`config.mk`:
```
export PLATFORM = sky130hd
export DESIGN_NAME = note_frame_receiver
export DESIGN_NICKNAME = d
export VERILOG_FILES = /design/src/rtl/ghffe_pkg.sv /design/src/rtl/note_autoplay_walker.sv /design/src/rtl/note_frame_receiver.sv
export SDC_FILE = /design/constraint.sdc
export NUM_CORES = 1
export LEC_CHECK = 0
export ABC_AREA = 1
export CAP_MARGIN = 20
export CORE_ASPECT_RATIO = 1.1
export CORE_UTILIZATION = 40
export DETAILED_ROUTE_END_ITERATION = 6
export DONT_BUFFER_PORTS = 1
export SETUP_SLACK_MARGIN = 0.1
export SYNTH_ARGS = -nofsm -noshare
export SYNTH_HDL_FRONTEND = slang
export SYNTH_SLANG_ARGS = --single-unit
```
`constraint.sdc`:
```
create_clock -name clk -period 2.75 [get_ports clk]
set_input_delay 0.825 -clock clk [delete_from_list [all_inputs] [get_ports clk]]
set_output_delay 0.825 -clock clk [all_outputs]
set_load 0.01 [all_outputs]
```
`src/rtl/ghffe_pkg.sv`:
```
// Shared types and defaults for the FFT-board note frame receiver.
package ghffe_pkg;

   // Serial receiver states: wait for sync edge, shift data bits, take parity bit
   typedef enum logic [1:0] {
      IDLE   = 2'd0,
      SHIFT  = 2'd1,
      PARITY = 2'd2
   } rx_state_t;

   localparam int NOTE_W_DEFAULT     = 37;
   localparam int FRAME_BITS_DEFAULT = 48;

   // Counter width able to hold 0..n-1, never narrower than one bit
   function automatic int cnt_width(input int n);
      return (n > 1) ? $clog2(n) : 1;
   endfunction

endpackage

```
`src/rtl/note_autoplay_walker.sv`:
```
// Rate-controlled walking-one generator used for the autoplay demo mode.
// The single set bit walks upward; after the MSB falls off there is one
// all-zero step before the pattern restarts at bit 0.
module note_autoplay_walker
   import ghffe_pkg::*;
#(
   parameter int NOTE_W      = NOTE_W_DEFAULT,
   parameter int STEP_CYCLES = 1
)(
   input  logic              clk,
   input  logic              srst,
   input  logic              i_enable,
   input  logic              i_clear,
   output logic [NOTE_W-1:0] o_notes,
   output logic              o_step
);

   localparam int SW = cnt_width(STEP_CYCLES);
   localparam logic [SW-1:0] STEP_LAST = SW'(STEP_CYCLES - 1);

   logic [SW-1:0]     r_step;
   logic [NOTE_W-1:0] r_notes;
   logic              r_step_pulse;

   // Step timer and walking-one register; a clear restarts the pattern from zero
   always_ff @(posedge clk) begin
      if (srst) begin
         r_step       <= '0;
         r_notes      <= '0;
         r_step_pulse <= 1'b0;
      end else begin
         r_step_pulse <= 1'b0;
         if (i_clear) begin
            r_step  <= '0;
            r_notes <= '0;
         end else if (i_enable) begin
            if (r_step == STEP_LAST) begin
               r_step       <= '0;
               r_notes      <= (r_notes == '0) ? NOTE_W'(1) : (r_notes << 1);
               r_step_pulse <= 1'b1;
            end else begin
               r_step <= r_step + 1'b1;
            end
         end
      end
   end

   assign o_notes = r_notes;
   assign o_step  = r_step_pulse;

endmodule

```
`src/rtl/note_frame_receiver.sv`:
```
// Framed, even-parity serial note receiver with stale detection, error
// counting and an autoplay (walking-one) mode for the scoring block.
module note_frame_receiver
   import ghffe_pkg::*;
#(
   parameter int FRAME_BITS     = FRAME_BITS_DEFAULT,
   parameter int NOTE_W         = NOTE_W_DEFAULT,
   parameter int BIT_CYCLES     = 16,
   parameter int TIMEOUT_CYCLES = 10_000_000,
   parameter int STEP_CYCLES    = 1,
   parameter int LIVE_SHIFT     = 1
)(
   input  logic                  clk,
   input  logic                  reset,
   input  logic                  serial_sync,
   input  logic                  serial_data,
   input  logic                  autoplay,
   output logic [NOTE_W-1:0]     notes,
   output logic                  notes_valid,
   output logic [FRAME_BITS-1:0] active_raw,
   output logic                  frame_err,
   output logic [7:0]            err_count,
   output logic                  stale
);

   localparam int PW = cnt_width(BIT_CYCLES);
   localparam int IW = cnt_width(FRAME_BITS);
   localparam int TW = cnt_width(TIMEOUT_CYCLES);

   localparam logic [PW-1:0] PHASE_HALF = PW'(BIT_CYCLES / 2 - 1);
   localparam logic [PW-1:0] PHASE_FULL = PW'(BIT_CYCLES - 1);
   localparam logic [IW-1:0] BIT_LAST   = IW'(FRAME_BITS - 1);
   localparam logic [TW-1:0] TO_LAST    = TW'(TIMEOUT_CYCLES - 1);
   localparam logic [TW-1:0] TO_PRE     = TW'(TIMEOUT_CYCLES - 2);

   rx_state_t             r_state;
   rx_state_t             w_state_next;
   logic                  r_sync_d;
   logic [PW-1:0]         r_phase;
   logic [IW-1:0]         r_bit_idx;
   logic [FRAME_BITS-1:0] r_shreg;
   logic [FRAME_BITS-1:0] r_active_raw;
   logic                  r_frame_err;
   logic [7:0]            r_err_count;
   logic                  r_autoplay_d;
   logic [NOTE_W-1:0]     r_live_notes;
   logic                  r_live_valid;
   logic [TW-1:0]         r_to;
   logic                  r_stale;

   logic                  w_sync_rise;
   logic                  w_sample;
   logic                  w_abort;
   logic                  w_par_check;
   logic                  w_parity_ok;
   logic                  w_commit;
   logic                  w_err;
   logic                  w_toggle;
   logic [NOTE_W-1:0]     w_mapped;
   logic [NOTE_W-1:0]     w_walk_notes;
   logic                  w_walk_step;

   // Receiver state register
   always_ff @(posedge clk) begin
      if (reset) r_state <= IDLE;
      else       r_state <= w_state_next;
   end

   // Receiver next-state: a dropped sync at any sample point aborts to IDLE
   always_comb begin
      w_state_next = r_state;
      case (r_state)
         IDLE:   if (w_sync_rise) w_state_next = SHIFT;
         SHIFT:  if (w_sample) begin
                    if (!serial_sync)             w_state_next = IDLE;
                    else if (r_bit_idx == BIT_LAST) w_state_next = PARITY;
                 end
         PARITY: if (w_sample) w_state_next = IDLE;
         default: w_state_next = IDLE;
      endcase
   end

   // Receiver decode: sample strobes, abort, parity verdict
   always_comb begin
      w_sync_rise = (r_state == IDLE) && !r_sync_d && serial_sync;
      w_sample    = (r_state != IDLE) && (r_phase == '0);
      w_abort     = w_sample && !serial_sync;
      w_par_check = (r_state == PARITY) && w_sample && serial_sync;
      w_parity_ok = ~((^r_shreg) ^ serial_data);
      w_commit    = w_par_check && w_parity_ok;
      w_err       = w_abort || (w_par_check && !w_parity_ok);
   end

   // Bit timing and shift register; the first sample lands mid-bit and ends up in the MSB
   always_ff @(posedge clk) begin
      if (reset) begin
         r_sync_d  <= 1'b0;
         r_phase   <= '0;
         r_bit_idx <= '0;
         r_shreg   <= '0;
      end else begin
         r_sync_d <= serial_sync;
         if (w_sync_rise) begin
            r_phase   <= PHASE_HALF;
            r_bit_idx <= '0;
         end else if (r_state != IDLE) begin
            if (r_phase == '0) begin
               r_phase <= PHASE_FULL;
               if (r_state == SHIFT) begin
                  r_shreg   <= {r_shreg[FRAME_BITS-2:0], serial_data};
                  r_bit_idx <= r_bit_idx + 1'b1;
               end
            end else begin
               r_phase <= r_phase - 1'b1;
            end
         end
      end
   end

   // Frame bookkeeping: last good frame and saturating error count, independent of mode
   always_ff @(posedge clk) begin
      if (reset) begin
         r_active_raw <= '0;
         r_frame_err  <= 1'b0;
         r_err_count  <= '0;
      end else begin
         r_frame_err <= w_err;
         if (w_err && (r_err_count != 8'hFF)) r_err_count <= r_err_count + 8'd1;
         if (w_commit) r_active_raw <= r_shreg;
      end
   end

   generate
      if (LIVE_SHIFT != 0) begin : g_live_shift
         assign w_mapped = {r_shreg[NOTE_W-2:0], 1'b0};
      end else begin : g_live_direct
         assign w_mapped = r_shreg[NOTE_W-1:0];
      end
   endgenerate

   assign w_toggle = autoplay ^ r_autoplay_d;

   // Live-mode notes and stale timer; a mode toggle clears notes ahead of any commit
   always_ff @(posedge clk) begin
      if (reset) begin
         r_autoplay_d <= 1'b0;
         r_live_notes <= '0;
         r_live_valid <= 1'b0;
         r_to         <= '0;
         r_stale      <= 1'b0;
      end else begin
         r_autoplay_d <= autoplay;
         r_live_valid <= 1'b0;
         if (autoplay) begin
            r_to    <= '0;
            r_stale <= 1'b0;
            if (w_toggle) r_live_notes <= '0;
         end else begin
            if (w_commit) begin
               r_to    <= '0;
               r_stale <= 1'b0;
            end else if (r_to != TO_LAST) begin
               r_to <= r_to + 1'b1;
               if (r_to == TO_PRE) r_stale <= 1'b1;
            end
            if (w_toggle) begin
               r_live_notes <= '0;
            end else if (w_commit) begin
               r_live_notes <= w_mapped;
               r_live_valid <= 1'b1;
            end else if (r_to == TO_PRE) begin
               r_live_notes <= '0;
               r_live_valid <= 1'b1;
            end
         end
      end
   end

   note_autoplay_walker #(
      .NOTE_W      (NOTE_W),
      .STEP_CYCLES (STEP_CYCLES)
   ) u_walker (
      .clk      (clk),
      .srst     (reset),
      .i_enable (autoplay),
      .i_clear  (w_toggle),
      .o_notes  (w_walk_notes),
      .o_step   (w_walk_step)
   );

   // Both note sources are zeroed on a toggle, so switching on the registered mode is glitch-free
   assign notes       = r_autoplay_d ? w_walk_notes : r_live_notes;
   assign notes_valid = r_autoplay_d ? w_walk_step  : r_live_valid;
   assign active_raw  = r_active_raw;
   assign frame_err   = r_frame_err;
   assign err_count   = r_err_count;
   assign stale       = r_stale;

endmodule

```
Word level (Yosys, flattened, before mapping)
Cells that the tools add are included.
{"block": "totals", "output_inout_bits": 96, "reg_bits": 221, "in_bits": 5, "ram_bits": 0, "rom_bits": 0, "mem_count": 0, "latch_bits": 0, "elab_cells": 90}
{"block": "classes", "bitwise_logic": 6, "div": 0, "shifts": 0, "addsub": 5, "n_reduce_logical": 30, "order_cmp": 0, "muxes": 21, "eq_ne": 11, "n_mul": 0}
{"op": "2-to-1 mux 37 bit", "n": 7}
{"op": "parity 48 bit", "n": 1}
{"op": "logical NOT 37 bit", "n": 1}
{"op": "adder 24 x 1 -> 24 bit, second input constant", "n": 1}
{"op": "== test 24 bit, second input constant", "n": 1}
{"op": "inequality test 24 bit, second input constant", "n": 1}
{"op": "2-to-1 mux 2 bit", "n": 5}
{"op": "logical AND 1 bit", "n": 9}
{"op": "OR reduction 3 bit", "n": 3}
{"op": "adder 8 x 1 -> 8 bit, second input constant", "n": 1}
{"op": "inequality test 8 bit, second input constant", "n": 1}
{"op": "AND reduction 4 bit", "n": 2}
{"op": "adder 6 x 1 -> 6 bit, second input constant", "n": 1}
{"op": "== test 6 bit, second input constant", "n": 1}
{"op": "2-to-1 mux 3 bit", "n": 2}
{"op": "inequality test 2 bit, second input constant", "n": 3}
{"op": "case mux 2 bit (3 select lines)", "n": 1}
{"op": "AND reduction 2 bit", "n": 3}
{"op": "2-to-1 mux 1 bit", "n": 5}
{"op": "logical NOT 4 bit", "n": 1}
{"op": "2-to-1 mux 4 bit", "n": 1}
{"op": "inverter 1 bit", "n": 4}
{"op": "nonzero test 2 bit", "n": 2}
{"op": "OR reduction 2 bit", "n": 2}
{"op": "other kinds (12)", "n": 14}

Logic depth before layout (Yosys ltp)
Gate-level depths: netlist of run 1.
{"block": "logic_depth", "word_depth": 8, "mapped_depth": 21, "depth_no_buf": 21}

By module
A second synthesis of run 1 with hierarchy kept.
{"block": "hier_totals", "cells_unflattened": 1442, "hier_area_um2": 10093.4}
{"module": "note_frame_receiver", "n_inst": 1, "cells_each": 1251, "area_per_inst_um2": 8654.6}
{"module": "note_autoplay_walker", "n_inst": 1, "cells_each": 191, "area_per_inst_um2": 1438.9}

Worst setup path after synthesis of run 1
No wires, ideal clock.
{"block": "synth_timing", "path_type": "in2reg", "startpoint": "in serial_sync", "endpoint": "reg r_active_raw[38], in the netlist active_raw[38]", "n_path_buf": 2, "path_stages": 7, "t_arrival_ns": 2.067, "required_ns": 2.631, "slack_ns": 0.563, "setup_ns": 0.119, "cell_sequence": "inv_1 > nor4_2 > nand3_4 > buf_4 > buf_4 > o21ai_0 > a21oi_1"}
{"block": "synth_via", "elab_chain_cells": 2}
{"element": "start: declaration", "line_no": "note_frame_receiver.sv:15", "text": "input logic serial_sync,"}
{"element": "logical AND 1 bit", "line_no": "note_frame_receiver.sv:88", "text": "w_par_check = (r_state == PARITY) && w_sample && serial_sync;"}
{"element": "logical AND 1 bit", "line_no": "note_frame_receiver.sv:90", "text": "w_commit = w_par_check && w_parity_ok;"}
{"element": "end signal: assignment", "line_no": "note_frame_receiver.sv:129", "text": "if (w_commit) r_active_raw <= r_shreg;"}
{"element": "end: declaration", "line_no": "note_frame_receiver.sv:42", "text": "logic [FRAME_BITS-1:0] r_active_raw;"}
Every way passes these cells.
A chain may end at the register's enable or synchronous reset.

Worst setup path in the final report of run 1
{"block": "layout_timing", "startpoint": "reg r_autoplay_d", "endpoint": "out notes[31]"}
{"block": "layout_via", "elab_chain_cells": 1}
{"element": "start: declaration", "line_no": "note_frame_receiver.sv:45", "text": "logic r_autoplay_d;"}
{"element": "start signal: assignment", "line_no": "note_frame_receiver.sv:152", "text": "r_autoplay_d <= autoplay;"}
{"element": "2-to-1 mux 37 bit", "line_no": "note_frame_receiver.sv:192", "text": "assign notes = r_autoplay_d ? w_walk_notes : r_live_notes;"}
{"element": "end: declaration", "line_no": "note_frame_receiver.sv:18", "text": "output logic [NOTE_W-1:0] notes,"}
Every way passes these cells.

==> flow_summary.ini, run 1 <==
[worst_setup_path]
timing.critical_path.arrival_ns = 1.69
worst_setup_sp_type = register
worst_setup_path_end_kind = primary output
crit_path_max_incr_delay_ns = 0.52
kind_of_critical_path = register to primary output
required_ns = 1.93
cp.buffers_inverters = 1
critical-path-slowest-cell = dfxtp_4
cp_max_fo = 25
crit_path_cell_trace = buf_4, mux2_2
critical_path.top_delay_family = flip-flops
rrSetupSlack_ns = 0.37

[clocking]
clock_latency_ns = 0.53
clk_pin_slew_ns = 0.06
cts_max_path_buffers = 3
cts_buffers = 25
clock-root-buffer = clkbuf_16
htree_num_levels = 1
cts_tree = yes
clock_sinks = 219

[floorplan]
initial_core_util_pct = 41.3
placementRows = 59
design.portCount = 101
die_w_um = 152
die-height_um = 167
core_mm2 = 0.0239
floorplan.die_area_mm2 = 0.0253

[synth]
post_synth_fa_ha_maj_area_fraction_pct = 0.886
synth-compound-area-share_pct = 13.5
synth_largest_area_cell = dfxtp_1
largest_family_of_logic_cells_by_synthesized_area = simple AND/OR/NAND/NOR gates
syn_avg_cell_area_um2 = 7.15
synth_sequential_area_ratio_pct = 44.4
ys_ff_latch = 219
synthesis.instances = 1383
synth_xor_xnor_area_share_pct = 4.52
synth_top_area_share_pct = 44.4
synth.yosys.warnings = 0
cell_variety_after_synth = 41
ys_top_cells_by_area = dfxtp_1, nand2_1, nor2_1, a21oi_1, o21ai_0
synthesis.nets = 1395
synth.cell_area_mm2 = 0.00988
synth.area.mux_share_pct = 1.37
synth_simple_gate_area_share_pct = 27.5

[layout]
num-fill-cells = 2430
mostFrequentLayoutCell = nand2_1
finalInstanceArea_mm2 = 0.0110
sequential_cell_area_mm2 = 0.00439
flow.area_growth_from_synthesis_pct = 11.7
final_cell_mix = nand2_1, dfxtp_1, nor2_1, inv_1, a21oi_1
drive_gt1_share_pct = 7.24
diodes = 0
multi_input_area_mm2 = 0.00478
nets = 1374

[sta]
finalCriticalPeriod_ns = 2.51
setup_violations = 0
tightestPinTransition_ns = 0.659
skew_ns = 0.00858
slew_headroom_pct = 56.0
tns_ns = 0
period_share_pct = 91.3
hold_viol_final = 0
timing.fmax_ghz = 0.398
maxSlewViolCount = 0
setup_repair_after_global_routing_missed_its_margin = false
hold_ws_ns = 0.362

[detailed_routing]
vias = 8546
via_per_inst = 5.07
detail-route-antenna-nets = 0
detail_route.first_pass.iterations = 5
drt-wirelength-per-cell_um = 14.2
drcViolationCount = 0
finalWirelength_um = 24000
detailed_route_iter0_violations = 476

[global_routing]
wire_length_of_the_first_global_routing_pass_um = 39300
global_route.overflow_total = 0
antenna_found_initial = 0
grt_max_degree = 100
vias_in_the_first_global_route = 7818
grt_usage_pct = 18.5

[power]
power.ir.vdd_worst_mv = 0.905
powerDensity_mw_per_mm2 = 880
p_leak_nw = 4.35

[min_path]
min_path_type = primary input to register

[outcome]
status = finished clean

[place]
dp.final_hpwl_um = 16800
dpl_cell_area_mm2 = 0.0102
gp_congestion = 0.829
buffer_ports.inserted = 0

[flow_run]
max_cap_violations = 0
## through the flow
stage          utilization (%)  cells  setup slack, ns  power [W]
2_1_floorplan                -   1383            0.563    0.00585
3_3_place_gp              42.5   1638            0.267    0.00641
3_5_place_dp              42.5   1638            0.210    0.00645
4_1_cts                   45.9   1684            0.213    0.00976
5_1_grt                   46.2   1686            0.102     0.0103
6_report                  46.2   1686            0.239    0.00972
## flip-flops by register name, indices dropped and copies added (netlist names)
name and flops:
r_to 24, r_live_valid 1, active_raw 48, r_shreg 48, stale 1, r_state 2
frame_err 1, err_count 8, r_live_notes 36, r_autoplay_d 1, r_sync_d 1, u_walker.o_notes 37
r_bit_idx 6, r_phase 4, u_walker.o_step 1
## worst register-to-register path: cells and delay by family, from the launching register on
family	cells	cell delay, ns
xor gates and xnor gates	1	0.23
buffers and inverters	1	0.24
and+or+nand+nor	14	1.46
DFF	1	0.41
## logic make-up after synthesis
| family | count (synthesis) |
|---|---|
| multiplexers | 12 |
| AND/OR/NAND/NOR | 650 |
| AO/OA/AOI/OAI | 252 |
| flip-flops | 219 |
| adder cells (fa/ha/maj) | 7 |
| buffers and inverters | 192 |
| XOR/XNOR | 51 |
## power by group
group,internal [W],total [W],leakage [nW],switching [W]
Sequential,0.00345,0.00373,1.78,0.000280
Combinational,0.000847,0.00270,2.16,0.00186
Clock,0.00195,0.00329,0.407,0.00134
## worst paths after layout
kind	end	cells after the start	start
worst max-delay path	notes[31]	2	r_autoplay_d
worst max register to register	r_live_notes[17]	16	r_shreg[21]
worst min-delay path	err_count[4]	1	reset
worst min register to register	u_walker.o_notes[36]	2	u_walker.o_notes[35]
## cell type report
class	instances	share of cell area (%)
clock buffer	38	6.65
clock inverter	8	0.759
inverter	123	4.20
multi-input combinational	972	43.3
sequential	219	39.8
tap	305	3.46
timing repair buffer	21	1.84
## cells in the mapped netlist
master / number
nor4_2: 1
nor3b_1: 2
buf_2: 11
mux2_2: 12
nor4_1: 10
nand3b_1: 1
nand2_1: 340
o21ai_0: 94
nand4_1: 33
nor2_1: 189
xor2_1: 23
or4_1: 1
o31ai_1: 1
xnor2_1: 28
and2_1: 1
nand2b_1: 2
nor4b_1: 1
nand3_1: 44
buf_6: 3
ha_1: 7
a21oi_1: 117
o211ai_1: 1
nand2_4: 1
nand3_4: 2
o21a_1: 3
o211a_1: 1
nand3_2: 2
nor3_1: 13
o21ba_2: 1
buf_4: 5
o32ai_1: 2
clkbuf_1: 45
inv_2: 3
or2_2: 4
a31oi_1: 2
o22ai_1: 30
inv_4: 1
dfxtp_1: 219
inv_1: 119
nand2_2: 3
buf_1: 5
## metal layers
metal  track usage [%]  wire length [µm]  vias up
met3              4.63              1480       29
met5                 0                 0        -
met4              4.61               377        0
met2              31.7             11400      169
met1              23.2             10700     3901
li1                  -                 -     4447
## repair_timing
action                     CTS  global route
setup endpoints to repair    5            69
pin swaps                    0             2
resized for setup            1            10
hold buffers                 0             0
setup buffers                0             2
(Power assumes the default switching activity.)
==> run 2: changes to the inputs <==
--- a/config.mk
+++ b/config.mk
@@ -9,6 +9,7 @@
 export CAP_MARGIN = 20
 export CORE_ASPECT_RATIO = 1.1
 export CORE_UTILIZATION = 40
+export CTS_CLUSTER_SIZE = 8
 export DETAILED_ROUTE_END_ITERATION = 6
 export DONT_BUFFER_PORTS = 1
 export SETUP_SLACK_MARGIN = 0.1
==> run 2 against run 1 <==
  * Non-clock buffer count stayed put
  * Fmax is 1.0% lower
  * Clock skew is 0.0037 ns higher
  * Clock-buffer cell count is 6 lower
  * Combinational power hardly changed
  * Global-route usage hardly changed
  * Largest power group unchanged
  * Critical path depth stayed put
==> flow_summary.ini, run 2 (synthesis results as in run 1) <==
[outcome]
status = finished clean

[worst_setup_path]
timing.rr.end = r_live_notes[5]
worst_setup_path_end_kind = primary output
crit_path_cell_trace = buf_4, mux2_2
critical_path.top_delay_family = flip-flops
kind_of_critical_path = register to primary output
worst_r2r_startpoint = r_shreg[22]
timing.critical_path.arrival_ns = 1.71
cp_max_fo = 25
ff2ff_path_depth = 16
cp.buffers_inverters = 1
rrSetupSlack_ns = 0.35
crit_path_max_incr_delay_ns = 0.52
critical-path-slowest-cell = dfxtp_4
worst_setup_sp_type = register
required_ns = 1.93

[global_routing]
grt_usage_pct = 18.5
grt_max_degree = 100
vias_in_the_first_global_route = 7804
wire_length_of_the_first_global_routing_pass_um = 39200
antenna_found_initial = 0
global_route.overflow_total = 0

[layout]
nets = 1380
diodes = 0
sequential_cell_area_mm2 = 0.00439
final_cell_mix = nand2_1, dfxtp_1, nor2_1, inv_1, a21oi_1
final_core_utilization_pct = 46.1
multi_input_area_mm2 = 0.00478
drive_gt1_share_pct = 6.94
num-fill-cells = 2414
mostFrequentLayoutCell = nand2_1
flow.area_growth_from_synthesis_pct = 11.6

[sta]
postLayoutSetupSlackWorst_ns = 0.213
tns_ns = 0
timing.fmax_ghz = 0.394
maxSlewViolCount = 0
hold_viol_final = 0
finalCriticalPeriod_ns = 2.54
setup_repair_after_global_routing_missed_its_margin = false
tightestPinTransition_ns = 0.668
hold_ws_ns = 0.344
period_share_pct = 92.2
skew_ns = 0.0122
setup_violations = 0
slew_headroom_pct = 55.4

[power]
fin_total_pwr_w = 0.00975
power_frac_clock_pct = 34.0
p_leak_nw = 4.34
internal_cell_power_w = 0.00630
powerDensity_mw_per_mm2 = 883
power.sequential.fraction_pct = 38.3
power.ir.vdd_worst_mv = 0.893
p_comb_share_pct = 27.7
netSwitchingFraction_pct = 35.4
netsw_w = 0.00345

[floorplan]
design.portCount = 101
die-height_um = 167
floorplan.die_area_mm2 = 0.0253
die_w_um = 152
placementRows = 59
core_mm2 = 0.0239
initial_core_util_pct = 41.3

[clocking]
clock_sinks = 219
cts_buffers = 31
clk_pin_slew_ns = 0.05
clock_latency_ns = 0.56
clock-root-buffer = clkbuf_16
cts_max_path_buffers = 3
htree_num_levels = 1
cts_tree = yes

[detailed_routing]
detail_route.first_pass.iterations = 6
detail-route-antenna-nets = 0
finalWirelength_um = 24000
drt-wirelength-per-cell_um = 14.3
detailed_route_iter0_violations = 427
drcViolationCount = 0
vias = 8485
via_per_inst = 5.07

[min_path]
hold_end = err_count[4]
min_path_cells = 1
min-delay-start = reset
min_path_type = primary input to register

[place]
buffer_ports.inserted = 0
dp.final_hpwl_um = 16800
dp_slack_ns = 0.210
gp_congestion = 0.829

[flow_run]
max_cap_violations = 0
==> run 2: per-layer routing <==
layer	part of all wire, %	track usage (%)	vias to the layer above
met4	1.7	4.91	0
li1	-	-	4447
met5	0	0	-
met1	45	23.3	3848
met2	48	31.4	159
met3	6.0	4.50	31
==> run 2: timing repair <==
| item | CTS | global route |
|---|---|---|
| gates resized for setup | 1 | 9 |
| pin swaps | 0 | 2 |
| hold buffers | 0 | 0 |
| hold endpoints to repair | 0 | 0 |
| setup buffers | 0 | 2 |
| endpoints found under the setup margin | 6 | 67 |
==> run 2: how the worst max path moves through the flow <==
stage          cells after the start    startpoint        endpoint  slack [ns]
6_report                           2  r_autoplay_d       notes[31]        0.21
5_1_grt                           17   r_shreg[28]  active_raw[17]        0.10
4_1_cts                            2  r_autoplay_d       notes[31]        0.19
3_5_place_dp                      10   serial_data        r_to[23]        0.21
3_3_place_gp                      10   serial_sync    err_count[0]        0.27
2_1_floorplan                      7   serial_sync  active_raw[38]        0.56
==> run 2: final cells by class <==
class                      count  share of cell area, %
clock buffer                  32                   7.16
clock inverter                 2                  0.227
inverter                     123                   4.21
multi-input combinational    972                   43.3
sequential                   219                   39.8
tap                          305                   3.46
timing repair buffer          21                   1.80
==> run 2: power groups by stage <==
stage / clock network (W) / registers (W) / logic, W
after floorplan: 0 / 0.00371 / 0.00214
after global placement: 0 / 0.00379 / 0.00263
after detailed placement: 0 / 0.00379 / 0.00266
after CTS: 0.00340 / 0.00373 / 0.00267
after global routing: 0.00355 / 0.00377 / 0.00306
final: 0.00331 / 0.00373 / 0.00270
==> run 2: stage by stage <==
step / cells / instance area (µm²)
after floorplan: 1383 / 9880
after global placement: 1638 / 10200
after detailed placement: 1638 / 10200
after CTS: 1672 / 11000
after global routing: 1674 / 11000
final: 1674 / 11000
